**config.mk**
```make
export PLATFORM = sky130hd
export DESIGN_NAME = mem_arbiter
export DESIGN_NICKNAME = d
export VERILOG_FILES = /design/src/rtl/mem_arbiter.sv
export SDC_FILE = /design/constraint.sdc
export NUM_CORES = 1
export LEC_CHECK = 0
export BUFFER_PORTS_ARGS = -buffer_cell sky130_fd_sc_hd__buf_2
export CORE_MARGIN = 1.5
export CORE_UTILIZATION = 37
export CTS_CLUSTER_DIAMETER = 150
export DETAILED_ROUTE_END_ITERATION = 10
export GPL_ROUTABILITY_DRIVEN = 0
export HOLD_SLACK_MARGIN = 0.05
export MAX_ROUTING_LAYER = met4
export PLACE_DENSITY = 0.67
export RECOVER_POWER = 25
export SETUP_SLACK_MARGIN = 0.1
export SYNTH_ARGS = -nofsm -noshare
export SYNTH_HDL_FRONTEND = slang
export SYNTH_SLANG_ARGS = --single-unit
```
**constraint.sdc**
```tcl
create_clock -name clk -period 3.9 [get_ports clk]
set_clock_uncertainty 0.15 [all_clocks]
set_input_delay 0.39 -clock clk [delete_from_list [all_inputs] [get_ports clk]]
set_output_delay 0.39 -clock clk [all_outputs]
set_load 0.03 [all_outputs]
```
**src/rtl/mem_arbiter.sv**
```systemverilog
// mem_arbiter: shares one single-ported variable-latency memory between fetch and data ports,
// data-first with a fetch anti-starvation limit and a sticky response timeout.
module mem_arbiter #(
    parameter int DATA_W     = 32,
    parameter int MAX_STREAK = 4,
    parameter int TIMEOUT    = 15
) (
    input  logic              clk,
    input  logic              reset,
    input  logic              if_req,
    input  logic [DATA_W-1:0] if_addr,
    output logic [DATA_W-1:0] if_rdata,
    output logic              if_ready,
    input  logic              d_req,
    input  logic              d_we,
    input  logic [DATA_W-1:0] d_addr,
    input  logic [DATA_W-1:0] d_wdata,
    output logic [DATA_W-1:0] d_rdata,
    output logic              d_ready,
    output logic              mem_req,
    output logic              mem_we,
    output logic [DATA_W-1:0] mem_addr,
    output logic [DATA_W-1:0] mem_wdata,
    input  logic [DATA_W-1:0] mem_rdata,
    input  logic              mem_ack,
    output logic              err
);
    localparam int SW = $clog2(MAX_STREAK + 1);
    localparam int TW = $clog2(TIMEOUT + 1);

    typedef enum logic [1:0] {IDLE, ISSUE, RESP} state_t;

    state_t            state_q, state_d;
    logic              gnt_i_q, gnt_i_d, gnt_d_q, gnt_d_d, pick_i;
    logic [SW-1:0]     streak_q, streak_d;
    logic [TW-1:0]     tcnt_q, tcnt_d;
    logic              mem_req_q, mem_req_d, mem_we_q, mem_we_d;
    logic [DATA_W-1:0] mem_addr_q, mem_addr_d, mem_wdata_q, mem_wdata_d;
    logic [DATA_W-1:0] if_rdata_q, if_rdata_d, d_rdata_q, d_rdata_d;
    logic              if_ready_q, if_ready_d, d_ready_q, d_ready_d, err_q, err_d;

    always_comb begin
        state_d     = state_q;
        gnt_i_d     = gnt_i_q;
        gnt_d_d     = gnt_d_q;
        streak_d    = streak_q;
        tcnt_d      = tcnt_q;
        mem_req_d   = mem_req_q;
        mem_we_d    = mem_we_q;
        mem_addr_d  = mem_addr_q;
        mem_wdata_d = mem_wdata_q;
        if_rdata_d  = if_rdata_q;
        d_rdata_d   = d_rdata_q;
        if_ready_d  = 1'b0;
        d_ready_d   = 1'b0;
        err_d       = err_q;
        pick_i      = if_req && (!d_req || streak_q == SW'(MAX_STREAK));
        case (state_q)
            IDLE: if (if_req || d_req) begin
                state_d     = ISSUE;
                gnt_i_d     = pick_i;
                gnt_d_d     = !pick_i;
                // streak only grows while a fetch is actually waiting behind data
                streak_d    = (pick_i || !if_req) ? '0 : streak_q + 1'b1;
                tcnt_d      = '0;
                mem_req_d   = 1'b1;
                mem_we_d    = !pick_i && d_we;
                mem_addr_d  = pick_i ? if_addr : d_addr;
                mem_wdata_d = pick_i ? '0 : d_wdata;
            end
            ISSUE: begin
                tcnt_d = tcnt_q + 1'b1;
                if (mem_ack || tcnt_q == TW'(TIMEOUT - 1)) begin
                    state_d     = RESP;
                    tcnt_d      = '0;
                    mem_req_d   = 1'b0;
                    mem_we_d    = 1'b0;
                    mem_addr_d  = '0;
                    mem_wdata_d = '0;
                    if_ready_d  = gnt_i_q;
                    d_ready_d   = gnt_d_q;
                    err_d       = err_q || !mem_ack;
                    if (gnt_i_q)
                        if_rdata_d = mem_ack ? mem_rdata : '0;
                    else if (!mem_ack || !mem_we_q)
                        d_rdata_d = mem_ack ? mem_rdata : '0;
                end
            end
            default: state_d = IDLE;
        endcase
    end

    always_ff @(posedge clk or negedge reset) begin
        if (!reset) begin
            state_q     <= IDLE;
            gnt_i_q     <= 1'b0;
            gnt_d_q     <= 1'b0;
            streak_q    <= '0;
            tcnt_q      <= '0;
            mem_req_q   <= 1'b0;
            mem_we_q    <= 1'b0;
            mem_addr_q  <= '0;
            mem_wdata_q <= '0;
            if_rdata_q  <= '0;
            d_rdata_q   <= '0;
            if_ready_q  <= 1'b0;
            d_ready_q   <= 1'b0;
            err_q       <= 1'b0;
        end else begin
            state_q     <= state_d;
            gnt_i_q     <= gnt_i_d;
            gnt_d_q     <= gnt_d_d;
            streak_q    <= streak_d;
            tcnt_q      <= tcnt_d;
            mem_req_q   <= mem_req_d;
            mem_we_q    <= mem_we_d;
            mem_addr_q  <= mem_addr_d;
            mem_wdata_q <= mem_wdata_d;
            if_rdata_q  <= if_rdata_d;
            d_rdata_q   <= d_rdata_d;
            if_ready_q  <= if_ready_d;
            d_ready_q   <= d_ready_d;
            err_q       <= err_d;
        end
    end

    assign mem_req   = mem_req_q;
    assign mem_we    = mem_we_q;
    assign mem_addr  = mem_addr_q;
    assign mem_wdata = mem_wdata_q;
    assign if_rdata  = if_rdata_q;
    assign d_rdata   = d_rdata_q;
    assign if_ready  = if_ready_q;
    assign d_ready   = d_ready_q;
    assign err       = err_q;
endmodule

```
==> impl_results.md, run 1 <==
- Largest net degree at the start of global routing: 87
- # H-tree levels: 4
- Die H: 132 µm
- Num CTS Buffers: 17
- Grt ovf: 0
- Seq/Total Area, Yosys: 0.583
- Die width: between 100 and 150 µm
- Post-CTS setup buffers: 0
- Post-DP Area: around 7500 µm²
- Initial core utilization: 0.375
- Clk sinks: 144
- Share of Yosys cell area claimed by the top area cell type: 0.583
- Vias in the first global route: 4939
- YS warnings: 0
- Worst slack at placement: roughly 1.3 ns
- Library cells used by synthesis: 40
- Cell Rows: 47
- Fail Step: detailed routing
- Antenna violations before repair: 0
- Port Buffer Count: about 270
- Clock Tree Root: clkbuf_16
- Status: aborted with a tool error
- Gr usage total: 0.192
- Syn nets: 670
- I/O pin cnt: roughly 270
- Post-Syn Area: 6180 µm²
- Largest area contributor in the netlist: dfrtp_1
- Synth area leaders: dfrtp_1, a22o_1, nand2_1
- Post-Place Cells: between 900 and 1000
- First-pass GRT wire length: about 26000 µm
- Number of synthesized register bits: roughly 140
- Synth Area per Inst: approximately 12 µm²
- Tool error: [ERROR DRT-0255] Maze Route cannot find path of net clk in worker of routeBox ( 96600 0 ) ( 132195 48300 ).
- Post-Synthesis Cells: 532
- Post-DP HPWL: 10600 µm
- Max clock buf depth: 2
per-stage QoR:
step / utilization / hold slack, ns
floorplan: - / -0.0556
global placement: 0.457 / 0.311
detailed placement: 0.457 / 0.311
CTS: 0.513 / 0.0538
global route: 0.511 / 0.0651
synth_stat cells:
master          instances
a2111oi_0               1
a211oi_1                1
a21boi_2                1
a21o_1                  2
a21oi_1                 4
a22o_1                 66
a311o_1                 1
a31o_2                  1
a31oi_1                 3
and2_1                  1
and2b_1                 1
and3_1                  2
and3_2                  1
and3b_1                 1
buf_12                  1
buf_2                   6
buf_4                   1
buf_6                   6
buf_8                   6
clkbuf_1               15
dfrtp_1               144
dlygate4sd1_1           5
dlymetal6s2s_1          3
ha_1                    4
inv_1                  38
inv_2                   1
mux2_2                  1
mux2i_1                32
nand2_1               100
nand3_1                 5
nand3_2                 1
nand3b_1                1
nor2_1                  2
nor2_2                  1
nor3_2                  1
nor3b_1                 2
o21ai_0                 3
o21ai_1                 2
o22ai_1                32
o2bb2ai_1              33
logic make-up after synthesis:
group / after synthesis / synth area share
AOI/OAI and AO/OA: 150 / 0.193
adders and majority gates: 4 / 0.00810
buffers and inverters: 82 / 0.0808
DFF: 144 / 0.583
muxes: 33 / 0.0537
and+or+nand+nor: 119 / 0.0808
timing repair:
action	4_1_cts	5_1_grt
gates resized for setup	0	0
hold buffers	32	0
endpoints found under the hold margin	114	0
per-layer routing:
layer,track usage
met1,0.252
met2,0.302
met3,0.0342
met4,0.0635
met5,-
==> run 2: changes to the inputs <==
==> config.mk (replaced) <==
export PLATFORM = sky130hd
export DESIGN_NAME = mem_arbiter
export DESIGN_NICKNAME = d
export VERILOG_FILES = /design/src/rtl/mem_arbiter.sv
export SDC_FILE = /design/constraint.sdc
export NUM_CORES = 1
export LEC_CHECK = 0
export BUFFER_PORTS_ARGS = -buffer_cell sky130_fd_sc_hd__buf_2
export CORE_MARGIN = 1.5
export CORE_UTILIZATION = 22
export DETAILED_ROUTE_END_ITERATION = 10
export GPL_ROUTABILITY_DRIVEN = 0
export PLACE_DENSITY_LB_ADDON = 0.15
export RECOVER_POWER = 25
export SYNTH_ARGS = -nofsm -noshare
export SYNTH_HDL_FRONTEND = slang
export SYNTH_SLANG_ARGS = --single-unit
==> impl_results.md, run 2 <==
- Setup-failing EPs final: 0
- Library cells used by synthesis: 40
- Slowest-stage cell, CP: clkbuf_2
- GR Layer Usage met2: 0.195
- Peak Freq: 398 MHz
- Final Core Density: 0.299
- Die H: about 170 µm
- Syn nets: 670
- Gr busiest metal: met2
- Main combinational cell family by area after synthesis: compound AO/OA/AOI/OAI gates
- Setup TNS: 0 ns
- Syn-to-layout area delta: 34.0%
- YS warnings: 0
- Fraction of the mapped netlist area in simple logic gates: 0.0808
- Max-slew violations: between 80 and 90
- Measured slew at the worst slew-check pin: approximately 2.1 ns
- Tcrit/Tclk final: 0.644
- Number of synthesized flops with an enable pin: 0
- Slew margin rel.: -0.398
- Top cells by count, synth: dfrtp_1, nand2_1, a22o_1, inv_1, o2bb2ai_1
- Complex-gate fraction of the synthesized area: 0.193
- CTS resizes: 0
- Commonest non-fill, non-tap cell in the layout: buf_2
- First-pass GRT wire length: 28100 µm
- Antenna-violating nets left: 0
- DRT iter0 DRCs: 196
- CP arrival: between 2 and 2.5 ns
- Hold Path Class: primary input to flop
- Critical Path RT: approximately 3.9 ns
- Routed WL: approximately 18000 µm
- Primary FF master, synth: dfrtp_1
- Area share of fa/ha/maj cells after synthesis: 0.00810
- Commonest non-fill, non-tap cells in the layout: buf_2, dfrtp_1, nand2_1
- Post-CTS setup buffers: 0
- Final Hold Violating Endpoints: 0
- Clk sinks: approximately 140
- Cell family contributing the most delay on the critical path: buffers and inverters
- Seq/Total Area, Yosys: 0.583
- Top-count cell post-synth: dfrtp_1
- Die width: approximately 170 µm
- CTS hold repair buffers: 2
- RSZ-0062 raised after global routing: false
- Clock Tree Root: clkbuf_16
- Antenna violations before repair: 1
- Synth area leaders: dfrtp_1, a22o_1, nand2_1
- Max FO, Critical Path: a little over 80
- Critical path's largest stage delay: approximately 1.5 ns
- CP Cell Sequence: dlygate4sd3_1, clkbuf_2
- Grt met3 use: 0.0361
- Layout cells sized above 1: 0.371
- Via Count: 4918
- Initial core utilization: 0.223
- Port Buffer Count: roughly 270
- Crit Path Category: primary input to async pin
- CTS tree: built
- Status: finished with violations
- Routed len/inst: 15.7 µm
- Failing checks: max-capacitance violations, max-slew violations
- MaxCap Viol Count: 1
- Period minus WS final: 2.51 ns
- Mux share of post-synthesis cell area: 0.0537
- Post-Synthesis Cells: 532
- Global Route met1 Usage: 0.174
- Final #Nets: 925
- Gr usage total: 0.127
- WP buf/inv: 2
- Crit end category: async pin
- Post-synth ARST share: 1.00
- # H-tree levels: 4
- Full die area: 29100 µm²
- Startpoint types: primary input
- Post-Syn Area: slightly above 6000 µm²
- Post-DP HPWL: 12400 µm
- Later-pin clock latency in the skew report: 0.42 ns
- Vias/cell: between 4 and 5
- Vias in the first global route: ~4900
- XOR/XNOR share of the synthesized area: 0
- FF-to-FF setup slack: 1.42 ns
- Largest net degree at the start of global routing: roughly 80
- Core ar.: 27700 µm²
- Synth Area per Inst: ~12 µm²
- DRT Pass-1 Iters: 4
- Peak VDD IR: roughly 270 µV
- I/O pin cnt: ~270
- P_leak: roughly 0.0044 µW
- Cell Rows: between 60 and 70
- Max clock buf depth: 2
- Grt ovf: 0
- Pwr/cell area: roughly 800 nW/µm²
- Worst-path clk slew: 0.07 ns
- Share of Yosys cell area claimed by the top area cell type: 0.583
- Number of synthesized register bits: around 140
- Largest area contributor in the netlist: dfrtp_1
- DRC errors left: 0
- Fillcell total: about 3000
- Num CTS Buffers: 17
run 2: cell counts after synthesis:
Identical to the previous run, type by type.
run 2: final cells by class:
cell class	count	area (µm²)	share of cell area
antenna	1	2.50	0.000302
tap	378	473	0.0572
timing repair buffer	279	1420	0.171
clock buffer	17	425	0.0514
clock inverter	15	124	0.0150
inverter	39	146	0.0177
sequential	144	3600	0.436
multi-input combinational	306	2080	0.252
run 2: worst paths after layout:
| path | end | from | depth (start not counted) |
|---|---|---|---|
| max reg2reg | mem_wdata[22]$_DFFE_PN0P_ | tcnt_q[0]$_DFFE_PN0P_ | 6 |
| min reg2reg | err$_DFFE_PN0P_ | err$_DFFE_PN0P_ | 1 |
| max | mem_wdata[7]$_DFFE_PN0P_ | reset | 2 |
| min | mem_wdata[17]$_DFFE_PN0P_ | d_wdata[17] | 2 |
| max in group clk | mem_wdata[22]$_DFFE_PN0P_ | tcnt_q[0]$_DFFE_PN0P_ | 6 |
| min in group asynchronous | d_rdata[3]$_DFFE_PN0P_ | reset | 2 |
run 2: where the power goes:
part	total, µW	switching, µW	internal [µW]
combinational	2620	1810	808
sequential	2330	308	2030
clock	1540	712	829
total	6490	2830	3660
run 2: worst reg2reg max path: cells and delay by family, from the launching register on:
kind / cells / cell delay, ns
compound gates: 2 / 1.02
fa+ha+maj: 1 / 0.18
buf+inv: 2 / 0.48
flops: 1 / 0.41
simple gates: 1 / 0.13
run 2: cells by family after synthesis:
| group | after synthesis |
|---|---|
| AOI/OAI and AO/OA | 150 |
| DFF | 144 |
| and+or+nand+nor | 119 |
| buffers and inverters | 82 |
| muxes | 33 |
| adders and majority gates | 4 |
run 2: metrics by stage:
stage | worst slack (ns) | instances | power (µW) | area [µm²] | hold WS (ns)
3_3_place_gp | 1.09 | 1144 | 5050 | 7740 | 0.317
4_1_cts | 1.39 | 1178 | 6630 | 8310 | 0.00257
3_5_place_dp | 1.07 | 1144 | 5040 | 7740 | 0.318
6_report | 1.39 | 1179 | 6490 | 8270 | 0.0232
5_1_grt | 0.903 | 1178 | 6910 | 8270 | 0.00687
2_1_floorplan | 2.01 | 532 | 4190 | 6180 | -0.0556
run 2: per-layer routing:
metal,vias to the layer above,wire [µm]
li1,2404,-
met1,2347,9000
met2,158,8340
met3,9,1020
met4,0,142
met5,-,0
No activity file was read; power rests on OpenSTA's default activity.
==> run 3: changes to the inputs <==
--- a/config.mk
+++ b/config.mk
@@ -5,6 +5,7 @@
 export SDC_FILE = /design/constraint.sdc
 export NUM_CORES = 1
 export LEC_CHECK = 0
+export ABC_AREA = 1
 export BUFFER_PORTS_ARGS = -buffer_cell sky130_fd_sc_hd__buf_2
 export CORE_MARGIN = 1.5
 export CORE_UTILIZATION = 22
==> constraint.sdc (replaced) <==
create_clock -name clk -period 2.3 [get_ports clk]
set_clock_uncertainty 0.15 [all_clocks]
set_input_delay 0.23 -clock clk [delete_from_list [all_inputs] [get_ports clk]]
set_output_delay 0.23 -clock clk [all_outputs]
set_load 0.03 [all_outputs]
==> impl_results.md, run 3 <==
- Status: complete, no violations
- Critical Path RT: between 2 and 2.5 ns
- Commonest non-fill, non-tap cell in the layout: nand2_1
- Hold Path Class: primary input to flop
- Reg2reg end: mem_addr[22]$_DFFE_PN0P_
- Max clock buf depth: 2
- Pwr/cell area: ~1300 nW/µm²
- Grt ovf: 0
- Worst hold stages: 5
- Final Hold Violating Endpoints: 0
- Commonest non-fill, non-tap cells in the layout: nand2_1, buf_2, nand3_1
- Hold Path Sink: mem_addr[2]$_DFFE_PN0P_
- Via Count: approximately 7000
- Internal: 7380 µW
- Share of Yosys cell area claimed by the top area cell type: 0.528
- Vias/cell: 4.28
- Fillcell total: ~3300
- Full die area: 32100 µm²
- CTS tree: built
- Combinational power share: 0.456
- Port Buffer Count: about 270
- Synth Area per Inst: 7.95 µm²
- CP Cell Sequence: inv_1, ha_1, nand2_1, nand2_1, nand2_4, buf_12, nand2_1, nand3_1, dlygate4sd3_1, nand2_1
- Syn-to-layout area delta: 54.7%
- Final #Nets: about 1400
- Post-Synthesis Cells: between 800 and 900
- MaxCap Viol Count: 0
- CP arrival: 2.31 ns
- Tcrit/Tclk final: 0.936
- Top cells by count, synth: nand2_1, nand3_1, dfrtp_1, inv_1, nand4_1
- WP buf/inv: 3
- Num CTS Buffers: 17
- Largest net degree at the start of global routing: 70
- Largest area contributor in the netlist: dfrtp_1
- Post-Syn Area: about 7000 µm²
- FF-to-FF setup slack: approximately 0.15 ns
- Routed WL: 23900 µm
- Period minus WS final: roughly 2.2 ns
- Number of synthesized register bits: 144
- P_leak: ~0.0060 µW
- Worst R2R Path Depth: 10
- DRC errors left: 0
- Ant. Diodes: 0
- Number of synthesized flops with an enable pin: 0
- YS warnings: 0
- Die width: between 150 and 200 µm
- Later-pin clock latency in the skew report: 0.41 ns
- Routed len/inst: roughly 15 µm
- DRT iter0 DRCs: ~300
- Setup-failing EPs final: 0
- Antenna violations before repair: 0
- Sw frac: 0.449
- Critical path's largest stage delay: between 0.5 and 0.6 ns
- Primary FF master, synth: dfrtp_1
- Library cells used by synthesis: 23
- Syn nets: roughly 1000
- Seq pwr share: 0.306
- Slew margin rel.: 0.217
- I/O pin cnt: 267
- Initial core utilization: 0.223
- Startpoint types: flop
- Hold Path Origin: if_addr[2]
- Cell family contributing the most delay on the critical path: buffers and inverters
- Core ar.: roughly 31000 µm²
- Die H: between 150 and 200 µm
- Gr usage total: 0.150
- RSZ-0062 raised after global routing: false
- Vias in the first global route: about 7000
- Cell Rows: 64
- Clk sinks: ~140
- Post-synth ARST share: 1.00
- Clock Power Share: 0.238
- Slowest-stage cell, CP: dlygate4sd3_1
- First-pass GRT wire length: 37600 µm
- Synth area leaders: dfrtp_1, nand2_1, nand3_1
- Peak Freq: about 460 MHz
- Seq/Total Area, Yosys: 0.528
- # H-tree levels: 4
- Critical Path Most Common Cell: nand2_1
- Max-slew violations: 0
- Peak VDD IR: roughly 500 µV
- Measured slew at the worst slew-check pin: about 1.2 ns
- Layout Cells excl Fill: 1637
- DRT Pass-1 Iters: 4
- FF-to-FF Start: streak_q[0]$_DFFE_PN0P_
- Post-DP HPWL: about 15000 µm
- Worst-path clk slew: 0.06 ns
- Max FO, Critical Path: 26
- Antenna-violating nets left: 0
- Top-count cell post-synth: nand2_1
- Clock Tree Root: clkbuf_16
- Crit end category: flop
- Switching Power: between 6000 and 7000 µW
- Setup TNS: 0 ns
- Post-Place Cells: 1480
- Crit Path Category: flop to flop
- Layout cells sized above 1: 0.269
## run 3: cell type report
class	count	area, µm²	share of cell area
Inverter	111	417	0.0395
Clock inverter	12	231	0.0219
Clock buffer	19	433	0.0410
Sequential cell	144	3600	0.342
Timing Repair Buffer	418	2870	0.272
Multi-Input combinational cell	537	2500	0.237
Tap cell	396	495	0.0470
## run 3: repair_timing
item,4_1_cts,5_1_grt
hold buffers,126,0
hold endpoints to repair,161,0
gates resized for setup,0,3
setup endpoints to repair,0,17
buffers inserted,0,0
## run 3: worst reg2reg max path, cell delays in order, from the launching register on
cell and delay (ns):
dfrtp_1 0.35, inv_1 0.07, ha_1 0.19, nand2_1 0.06, nand2_1 0.10, nand2_4 0.20, buf_12 0.21, nand2_1 0.07
nand3_1 0.06, dlygate4sd3_1 0.55, nand2_1 0.05
## run 3: kinds of logic after synthesis
logic type	synth area share
AOI/OAI and AO/OA	0.00642
buffers and inverters	0.108
and+or+nand+nor	0.347
DFF	0.528
adders and majority gates	0.00734
xor gates and xnor gates	0.00257
## run 3: stage by stage
stage	setup WS, ns	power, µW	utilization	hold WS [ns]	area, µm²
2_1_floorplan	0.724	8040	-	-0.216	6820
3_3_place_gp	0.560	10100	0.282	0.0458	8620
3_5_place_dp	0.534	10100	0.282	0.0458	8620
4_1_cts	0.0258	13600	0.345	0.00329	10500
5_1_grt	0.0122	14300	0.345	0.0369	10600
6_report	0.148	13400	0.345	0.0137	10600
## run 3: power by group through the flow
| stage | Clock (µW) | Combinational [µW] | Sequential, µW |
|---|---|---|---|
| 4_1_cts | 3310 | 6210 | 4110 |
| 5_1_grt | 3410 | 6690 | 4230 |
| 3_3_place_gp | 0 | 5940 | 4130 |
| 6_report | 3190 | 6100 | 4100 |
| 3_5_place_dp | 0 | 5960 | 4130 |
| 2_1_floorplan | 0 | 2090 | 5950 |
## run 3: layer usage
| metal | up-vias | part of all wire | routed length [µm] | GRT usage |
|---|---|---|---|---|
| met5 | - | 0 | 0 | 0 |
| met4 | 0 | 0.012 | 296 | 0.0354 |
| met3 | 18 | 0.051 | 1230 | 0.0382 |
| met2 | 184 | 0.48 | 11600 | 0.254 |
| met1 | 3328 | 0.45 | 10800 | 0.190 |
| li1 | 3484 | - | - | - |
## run 3: worst max-delay path by stage
stage / start / to / slack, ns / depth (start not counted)
global route: streak_q[0]$_DFFE_PN0P_ / mem_addr[25]$_DFFE_PN0P_ / 0.01 / 10
global placement: streak_q[0]$_DFFE_PN0P_ / mem_addr[4]$_DFFE_PN0P_ / 0.56 / 9
floorplan: tcnt_q[0]$_DFFE_PN0P_ / mem_addr[10]$_DFFE_PN0P_ / 0.72 / 8
finish: streak_q[0]$_DFFE_PN0P_ / mem_addr[22]$_DFFE_PN0P_ / 0.15 / 10
detailed placement: streak_q[0]$_DFFE_PN0P_ / mem_addr[17]$_DFFE_PN0P_ / 0.53 / 9
CTS: streak_q[0]$_DFFE_PN0P_ / mem_addr[22]$_DFFE_PN0P_ / 0.03 / 10
==> run 4: changes to the inputs <==
--- a/config.mk
+++ b/config.mk
@@ -5,7 +5,6 @@
 export SDC_FILE = /design/constraint.sdc
 export NUM_CORES = 1
 export LEC_CHECK = 0
-export ABC_AREA = 1
 export BUFFER_PORTS_ARGS = -buffer_cell sky130_fd_sc_hd__buf_2
 export CORE_MARGIN = 1.5
 export CORE_UTILIZATION = 22
==> constraint.sdc (replaced) <==
create_clock -name clk -period 2.5 [get_ports clk]
set_clock_uncertainty 0.15 [all_clocks]
set_input_delay 0.25 -clock clk [delete_from_list [all_inputs] [get_ports clk]]
set_output_delay 0.25 -clock clk [all_outputs]
set_load 0.03 [all_outputs]
==> impl_results.md, run 4 (same netlist as run 2, synthesis figures left out) <==
- Grt ovf: 0
- Worst R2R Path Depth: 6
- I/O pin cnt: between 200 and 300
- Clock Tree Root: clkbuf_16
- Peak Freq: 481 MHz
- Antenna violations before repair: 0
- RSZ-0062 raised after global routing: false
- Ant. Diodes: 0
- Die width: roughly 170 µm
- Gr usage total: 0.132
- Hold Path Class: primary input to flop
- Antenna-violating nets left: 0
- Max FO, Critical Path: 37
- Post-DP HPWL: between 10000 and 15000 µm
- Slew margin rel.: 0.314
- Cell Rows: 61
- Vias in the first global route: 5255
- Critical Path RT: approximately 2.7 ns
- CP arrival: 2.24 ns
- Crit end category: flop
- Layout cells sized above 1: 0.374
- Initial core utilization: 0.223
- GR Layer Usage met2: 0.206
- Fillcell total: about 2900
- Gr busiest metal: met2
- Crit Path Category: flop to flop
- CTS tree: built
- Commonest non-fill, non-tap cells in the layout: buf_2, dfrtp_1, nand2_1
- Num CTS Buffers: 17
- DRT iter0 DRCs: around 240
- Reg2reg end: mem_wdata[17]$_DFFE_PN0P_
- Grt met3 use: 0.0315
- Port Buffer Count: 266
- Clk sinks: 144
- Post-CTS setup buffers: 0
- Global Route met1 Usage: 0.177
- Max-slew violations: 0
- Final #Nets: 995
- Measured slew at the worst slew-check pin: 1.03 ns
- Routed len/inst: around 15 µm
- Startpoint types: flop
- Syn-to-layout area delta: 46.8%
- Worst slack at placement: 0.431 ns
- Tcrit/Tclk final: 0.832
- Vias/cell: around 4.2
- Crit. Startpoint: tcnt_q[0]$_DFFE_PN0P_
- Final WS setup: about 0.42 ns
- Peak VDD IR: 459 µV
- # H-tree levels: 4
- Worst-path clk slew: approximately 0.07 ns
- Die H: between 150 and 200 µm
- First-pass GRT wire length: slightly below 30000 µm
- MaxCap Viol Count: 0
- Later-pin clock latency in the skew report: 0.42 ns
- Full die area: 29100 µm²
- DRT Pass-1 Iters: 4
- FF-to-FF setup slack: around 0.42 ns
- Routed WL: ~19000 µm
- P_leak: about 0.0048 µW
- Largest net degree at the start of global routing: 67
- Via Count: 5249
- Max clock buf depth: 2
- Final Hold Violating Endpoints: 0
- Setup TNS: 0 ns
- DRC errors left: 0
- Period minus WS final: roughly 2.1 ns
- Core ar.: 27700 µm²
- Pwr/cell area: around 1200 nW/µm²
- Worst setup path end: mem_wdata[17]$_DFFE_PN0P_
- FF-to-FF Start: tcnt_q[0]$_DFFE_PN0P_
- Commonest non-fill, non-tap cell in the layout: buf_2
- Status: complete, no violations
- Setup-failing EPs final: 0
-- run 4: cell types whose count changed in the layout (fill, tap and decap cells not counted), sizes merged, moves of 4 or more --
cell	delta
mux2i	+32
nand2	-181
buf	-9
a22o	+66
dlygate4sd3	-60
inv	-68
o22ai	+32
nor2	-4
nand4	-65
o2bb2ai	+33
nand3	-165
-- run 4: worst min path at each step --
stage                                        end  cells past startpoint  startpoint  slack (ns)
after CTS                        err$_DFFE_PN0P_                      3     mem_ack        0.05
after global routing             err$_DFFE_PN0P_                      3     mem_ack        0.08
final                      tcnt_q[1]$_DFFE_PN0P_                      4       d_req        0.07
after floorplan           d_rdata[0]$_DFFE_PN0P_                      0       reset       -0.20
after global placement    d_rdata[2]$_DFFE_PN0P_                      1       reset        0.04
after detailed placement  d_rdata[2]$_DFFE_PN0P_                      1       reset        0.04
-- run 4: cell type report --
class / instances / area [µm²] / share of cell area
Sequential cell: 144 / 3600 / 0.398
Multi-Input combinational cell: 306 / 2080 / 0.230
Clock inverter: 14 / 179 / 0.0197
Inverter: 39 / 146 / 0.0161
Timing Repair Buffer: 349 / 2160 / 0.238
Clock buffer: 17 / 425 / 0.0469
Tap cell: 378 / 473 / 0.0522
-- run 4: stage by stage --
step	power [µW]	hold slack, ns	utilization	cells	area, µm²
floorplan	6530	-0.196	-	532	6180
global placement	7910	0.0443	0.282	1150	7820
detailed placement	7910	0.0439	0.282	1150	7820
CTS	10700	0.0476	0.328	1247	9080
global route	11200	0.0822	0.327	1247	9060
finish	10600	0.0704	0.327	1247	9060
-- run 4: repair_timing --
action	in CTS	in global routing
gates resized for setup	0	0
hold buffers	66	0
endpoints found under the setup margin	0	0
endpoints found under the hold margin	175	0
-- run 4: worst max-delay path, cell delays in order, from the launching register on --
cell,delay [ns]
dfrtp_1,0.40
inv_1,0.10
ha_1,0.19
nand3_2,0.13
a311o_2,0.42
buf_4,0.27
a22o_1,0.29
-- run 4: metal layers --
| layer | vias to the layer above | share of wire |
|---|---|---|
| li1 | 2534 | - |
| met2 | 173 | 0.46 |
| met1 | 2522 | 0.47 |
| met4 | 0 | 0.015 |
| met5 | - | 0 |
| met3 | 20 | 0.058 |
-- run 4: where the power goes --
part	total [µW]	internal (µW)	leakage [µW]	switching, µW
sequential	3620	3160	0.00185	462
clock	2670	1580	0.000288	1090
combinational	4260	1400	0.00264	2860
